$ cat config.mk
export PLATFORM = sky130hd
export DESIGN_NAME = spi_master_tx
export DESIGN_NICKNAME = d
export VERILOG_FILES = /design/src/rtl/spi_master_tx.sv
export SDC_FILE = /design/constraint.sdc
export NUM_CORES = 1
export LEC_CHECK = 0
export ABC_CLOCK_PERIOD_IN_PS = 2400
export CELL_PAD_IN_SITES_DETAIL_PLACEMENT = 0
export CELL_PAD_IN_SITES_GLOBAL_PLACEMENT = 1
export CORE_MARGIN = 8
export CORE_UTILIZATION = 39
export CTS_BUF_LIST = sky130_fd_sc_hd__clkbuf_4 sky130_fd_sc_hd__clkbuf_8
export DETAILED_ROUTE_END_ITERATION = 8
export GPL_ROUTABILITY_DRIVEN = 1
export HOLD_SLACK_MARGIN = 0.06
export PLACE_DENSITY = 0.88
export RECOVER_POWER = 100
export SLEW_MARGIN = 20
export SYNTH_ARGS = -nofsm -noshare
export SYNTH_HDL_FRONTEND = slang
export SYNTH_SLANG_ARGS = --single-unit
$ cat constraint.sdc
create_clock -name clk -period 2.4 [get_ports clk]
set_input_delay 0.36 -clock clk [delete_from_list [all_inputs] [get_ports clk]]
set_output_delay 0.36 -clock clk [all_outputs]
set_load 0.005 [all_outputs]
$ cat src/rtl/spi_master_tx.sv
// SPI mode-0 initiator: shifts one WIDTH-bit word MSB-first on mosi per cs_n frame.
// Optional miso capture into rx_data is enabled by defining SPI_MASTER_RX_EN.
module spi_master_tx #(
    parameter int unsigned WIDTH   = 16,
    parameter int unsigned CLK_DIV = 4
) (
    input  logic             clk,
    input  logic             rst_n,
    input  logic [WIDTH-1:0] tx_data,
    input  logic             tx_valid,
    output logic             tx_ready,
    output logic             sck,
    output logic             cs_n,
    output logic             mosi,
    input  logic             miso,
    output logic [WIDTH-1:0] rx_data,
    output logic             busy,
    output logic             done
);

    localparam int unsigned DIV_W = (CLK_DIV > 1) ? $clog2(CLK_DIV) : 1;
    localparam int unsigned CNT_W = $clog2(WIDTH + 1);

    typedef enum logic [2:0] {
        S_IDLE,
        S_SETUP,
        S_SHIFT,
        S_HOLD,
        S_GAP
    } state_e;

    state_e             state_q, state_d;
    logic [DIV_W-1:0]   div_q, div_d;
    logic [CNT_W-1:0]   bit_q, bit_d;
    logic [WIDTH-1:0]   shreg_q, shreg_d;
    logic               sck_q, sck_d;
    logic               cs_n_q, cs_n_d;
    logic               mosi_q, mosi_d;
    logic               done_q, done_d;
    logic               busy_q, busy_d;
    logic               tx_ready_q, tx_ready_d;
    logic               tick_c;
    logic               rise_c;

    assign tick_c = (div_q == DIV_W'(CLK_DIV - 1));
    // Edge that drives sck 0->1 inside SHIFT; also the miso sampling point.
    assign rise_c = (state_q == S_SHIFT) && tick_c && !sck_q;

    always_comb begin
        state_d  = state_q;
        div_d    = div_q;
        bit_d    = bit_q;
        shreg_d  = shreg_q;
        sck_d    = sck_q;
        cs_n_d   = cs_n_q;
        mosi_d   = mosi_q;
        done_d   = 1'b0;

        if (state_q != S_IDLE) begin
            div_d = tick_c ? '0 : div_q + DIV_W'(1);
        end

        unique case (state_q)
            S_IDLE: begin
                if (tx_valid) begin
                    state_d = S_SETUP;
                    shreg_d = tx_data;
                    mosi_d  = tx_data[WIDTH-1];
                    cs_n_d  = 1'b0;
                    sck_d   = 1'b0;
                    bit_d   = '0;
                end
            end
            S_SETUP: begin
                if (tick_c) state_d = S_SHIFT;
            end
            S_SHIFT: begin
                if (tick_c) begin
                    if (!sck_q) begin
                        sck_d = 1'b1;
                        bit_d = bit_q + CNT_W'(1);
                    end else begin
                        sck_d = 1'b0;
                        // Last fall leaves mosi on the final bit and ends the shift phase.
                        if (bit_q == CNT_W'(WIDTH)) begin
                            state_d = S_HOLD;
                        end else begin
                            shreg_d = {shreg_q[WIDTH-2:0], shreg_q[WIDTH-1]};
                            mosi_d  = shreg_q[WIDTH-2];
                        end
                    end
                end
            end
            S_HOLD: begin
                if (tick_c) begin
                    state_d = S_GAP;
                    cs_n_d  = 1'b1;
                    done_d  = 1'b1;
                end
            end
            S_GAP: begin
                if (tick_c) state_d = S_IDLE;
            end
            default: state_d = S_IDLE;
        endcase

        if (state_d != state_q) div_d = '0;

        tx_ready_d = (state_d == S_IDLE);
        busy_d     = (state_d != S_IDLE);
    end

    always_ff @(posedge clk) begin
        if (!rst_n) begin
            state_q    <= S_IDLE;
            div_q      <= '0;
            bit_q      <= '0;
            shreg_q    <= '0;
            sck_q      <= 1'b0;
            cs_n_q     <= 1'b1;
            mosi_q     <= 1'b0;
            done_q     <= 1'b0;
            busy_q     <= 1'b0;
            tx_ready_q <= 1'b1;
        end else begin
            state_q    <= state_d;
            div_q      <= div_d;
            bit_q      <= bit_d;
            shreg_q    <= shreg_d;
            sck_q      <= sck_d;
            cs_n_q     <= cs_n_d;
            mosi_q     <= mosi_d;
            done_q     <= done_d;
            busy_q     <= busy_d;
            tx_ready_q <= tx_ready_d;
        end
    end

`ifdef SPI_MASTER_RX_EN
    logic [WIDTH-1:0] rx_shreg_q, rx_shreg_d;
    logic [WIDTH-1:0] rx_data_q, rx_data_d;

    // Capture miso on each sck rise; publish the word together with done.
    always_comb begin
        rx_shreg_d = rx_shreg_q;
        rx_data_d  = rx_data_q;
        if (rise_c) rx_shreg_d = {rx_shreg_q[WIDTH-2:0], miso};
        if (done_d) rx_data_d = rx_shreg_q;
    end

    always_ff @(posedge clk) begin
        if (!rst_n) begin
            rx_shreg_q <= '0;
            rx_data_q  <= '0;
        end else begin
            rx_shreg_q <= rx_shreg_d;
            rx_data_q  <= rx_data_d;
        end
    end

    assign rx_data = rx_data_q;
`else
    logic unused_rx_c;
    assign unused_rx_c = miso ^ rise_c;
    assign rx_data     = '0;
`endif

    assign tx_ready = tx_ready_q;
    assign sck      = sck_q;
    assign cs_n     = cs_n_q;
    assign mosi     = mosi_q;
    assign busy     = busy_q;
    assign done     = done_q;

endmodule

==> qor.txt <==
STATUS
-------------------------------------------------------------------------------------
Outcome ................................................................ finished clean

CRITICAL PATH
-------------------------------------------------------------------------------------
Beginning of the worst register-to-register path .......................   state_q[1]
Total buffers and inverters traversed by the critical path .............            0
Chain of cells forming the critical path ............................... nand3_1, nand2_1, and3_1, a22o_1
Max stage delay on crit path ...........................................      0.66 ns
Sort of element at the end of the critical path ........................         flop
Largest fanout on the critical path ....................................           16
Internal reg-to-reg setup slack ........................................      0.38 ns
Worst endpoint required time ...........................................      2.62 ns
Arrival time of the worst setup path ...................................      2.24 ns
Depth of the worst register-to-register path ...........................            4
Crit start category ....................................................         flop
Capture point of the worst reg-to-reg path .............................   shreg_q[9]
Delay-heaviest family, CP .............................................. simple AND/OR/NAND/NOR gates
Start-to-end type of the worst setup path ..............................   reg -> reg
Cell with the biggest individual delay on the critical path ............      dfxtp_1

CLOCK NETWORK
-------------------------------------------------------------------------------------
Clock sink total .......................................................           31
Number of cells upsized or downsized after cts .........................            0
Hold Buf Count CTS .....................................................            0
Cts bufs inserted ......................................................            5
Clock Latency Late Sink ................................................      0.28 ns
H-tree Lvls ............................................................            2
CTS tree ...............................................................        built
Clock-pin slew on the worst setup and hold paths .......................      0.06 ns
Maximum clock insertion buffer count ...................................            2
Clock Tree Root ........................................................     clkbuf_8
Count of buffers added by post-CTS timing repair for setup .............            0

PLACE
-------------------------------------------------------------------------------------
Number of placed instances with taps included ..........................          266
Detailed Place HPWL ....................................................      2717 um
PortBufs ...............................................................           24
Gp weighted congestion .................................................       0.7649
Cell area after placement ..............................................     2074 um2

JOB
-------------------------------------------------------------------------------------
Max-cap viol count .....................................................            0

FLOORPLANNING
-------------------------------------------------------------------------------------
I/O pin cnt ............................................................           42
Rows ...................................................................           25
Overall die area .......................................................     7347 um2
Area of the core .......................................................     4692 um2
Initial core utilization ...............................................       0.4040
Chip Width .............................................................     85.72 um
Die Height .............................................................     85.72 um

STA
-------------------------------------------------------------------------------------
Pin slew with the least headroom to its limit ..........................    0.6320 ns
Number of failing setup endpoints in the final timing report ...........            0
Setup TNS ..............................................................         0 ns
Number of hold violations in the final report ..........................            0
Clock tree skew after final layout .....................................  0.006665 ns
Relative slew margins ..................................................       0.5767
Period utilization .....................................................       0.8425
Fin crit period ........................................................     2.022 ns
Number of pins with negative max-slew slack in the final report ........            0
Setup repair after global routing missed its margin ....................           no
Upper clock frequency limit ............................................    494.6 MHz

DETAILED ROUTING
-------------------------------------------------------------------------------------
Post-DR vias/cell ......................................................        5.770
Detailed-route wire length per cell ....................................     15.04 um
1st-iter DRT viols .....................................................          136
Total wire length ......................................................      4122 um
Total vias in the final route ..........................................         1581
Detail Route Antenna Nets ..............................................            0
Number of optimization iterations in the first detailed-route pass .....            4
Number of remaining DRC errors .........................................            0

FINISH
-------------------------------------------------------------------------------------
Non-filler cells in the finished layout ................................          274
Highest-count cells in the layout ignoring fill and taps ............... dfxtp_1 (31), nand2b_1 (19), clkdlybuf4s50_1 (18)
Number of inserted diodes ..............................................            0
Summed area of non-filler cells in the final layout ....................     2175 um2
Count of nets after finishing ..........................................          242
Fillcell total .........................................................          462
Proportion of layout cells with a drive suffix above 1 .................       0.1136
Area Overhead vs Synth .................................................       14.72%
Most frequent standard cell in the layout excluding fill and tap cells .      dfxtp_1

GRT
-------------------------------------------------------------------------------------
Number of antenna violations at the first check in global routing ......            0
Global routing usage summed across all routing layers ..................       0.1188
Via count of the first global-routing pass .............................         1529
Wire length of the first global-routing pass ...........................      7134 um
Pin count of the biggest net entering global routing ...................           47
Total congestion overflow after global routing .........................            0

SYNTHESIS
-------------------------------------------------------------------------------------
Number of synthesis warnings ...........................................            0
Cell count after synthesis .............................................          205
Synthesized area per cell ..............................................    9.247 um2
Number of enable-type register cells in the synthesized netlist ........            0
Predominant post-synthesis flop cell ...................................      dfxtp_1
Synth unique cells .....................................................           39
Post-synthesis cell type with the largest combined area ................      dfxtp_1
Flip-flop and latch count after synthesis ..............................           31
Share of the synthesized area in the top cell type .....................       0.3274
Synthesized area .......................................................     1896 um2
Portion of the post-synthesis area used by sequential elements .........       0.3274
Synth top area cells ................................................... dfxtp_1 (33%), a311o_1 (8.4%), buf_4 (7.9%), a22o_1 (7.4%), nand2b_1 (6.3%)
Share of flip-flops with an asynchronous set or reset ..................            0

HOLD PATH
-------------------------------------------------------------------------------------
HP Class ...............................................................   reg -> reg
Worst hold path depth ..................................................            1
Endpoint, Worst Hold ...................................................     bit_q[4]
Hold Crit Start ........................................................     bit_q[4]

POWER
-------------------------------------------------------------------------------------
Post-layout power ......................................................     1.207 mW
Maximum resistive drop on vdd ..........................................    0.2148 mV
Leak ...................................................................    0.8167 nW
Power density relative to cell area .................................... 555.2 nW/um2

[sequential cells by signal, indices dropped and copies added (netlist names)]
register and cells:
done 1, tx_ready 1, cs_n 1, shreg_q 16, state_q 3, busy 1, sck 1, div_q 2
bit_q 5
[where the power goes]
group / internal, mW / total (mW) / switching [mW]
registers: 0.547 / 0.565 / 0.0180
logic: 0.106 / 0.181 / 0.0750
clock network: 0.273 / 0.461 / 0.188
total: 0.926 / 1.21 / 0.281
[cell families (layout without fill, tap and decap cells)]
| kind of cell | count (synthesis) | in the layout | share of synthesized area |
|---|---|---|---|
| buf+inv | 41 | 41 | 0.1373 |
| other cells | 1 | 16 | 0.001978 |
| xor+xnor | 1 | 1 | 0.004621 |
| fa+ha+maj | 3 | 3 | 0.01980 |
| compound gates | 69 | 69 | 0.3228 |
| mux | 2 | 2 | 0.01122 |
| simple gates | 57 | 57 | 0.1749 |
| flops | 31 | 31 | 0.3274 |
[cell type report]
class	instances	area, um2	area share
multi-input combinational	148	1074	0.4937
sequential	31	620.6	0.2854
timing repair buffer	30	297.8	0.1369
clock buffer	8	103.9	0.04776
tap	54	67.56	0.03107
inverter	3	11.26	0.005178
[worst max-delay path by stage]
| stage | from | to | slack [ns] | cells after the start |
|---|---|---|---|---|
| after floorplan | bit_q[0] | shreg_q[10] | 0.60 | 8 |
| final | state_q[1] | shreg_q[9] | 0.38 | 4 |
| after global placement | rst_n | shreg_q[11] | 0.25 | 4 |
| after detailed placement | rst_n | shreg_q[5] | 0.27 | 4 |
| after CTS | state_q[1] | shreg_q[11] | 0.40 | 4 |
| after global routing | state_q[1] | shreg_q[7] | 0.20 | 4 |
[layer usage]
metal  GRT usage  up-vias  wire, um
li1            -      775         -
met3     0.04107        6       220
met2      0.1961       40      1885
met4     0.05255        0        66
met5           0        -         0
met1      0.1351      760      1949
[metrics by stage]
| step | hold slack (ns) | setup WS [ns] | util |
|---|---|---|---|
| detailed placement | 0.4465 | 0.2685 | 0.4421 |
| global placement | 0.4348 | 0.2497 | 0.4421 |
| floorplan | 0.4206 | 0.5982 | - |
| CTS | 0.4631 | 0.4003 | 0.4643 |
| global route | 0.4838 | 0.1954 | 0.4635 |
| finish | 0.4598 | 0.3780 | 0.4635 |
[worst reg2reg max path, stage by stage (launching register included)]
cell and delay, ns:
dfxtp_1 0.66, nand3_1 0.35, nand2_1 0.14, and3_1 0.56, a22o_1 0.25
[synth_stat cells, drive strengths merged, types with 3 or more instances]
cell,instances
inv,3
a22o,16
ha,3
o21a,3
nor2,12
a21oi,5
a311o,16
a31oi,3
nor3,4
buf,30
nand2,8
clkbuf,8
nand2b,19
o21ai,5
o221a,16
dfxtp,31
Note: power is estimated with default switching activity, not from simulation.
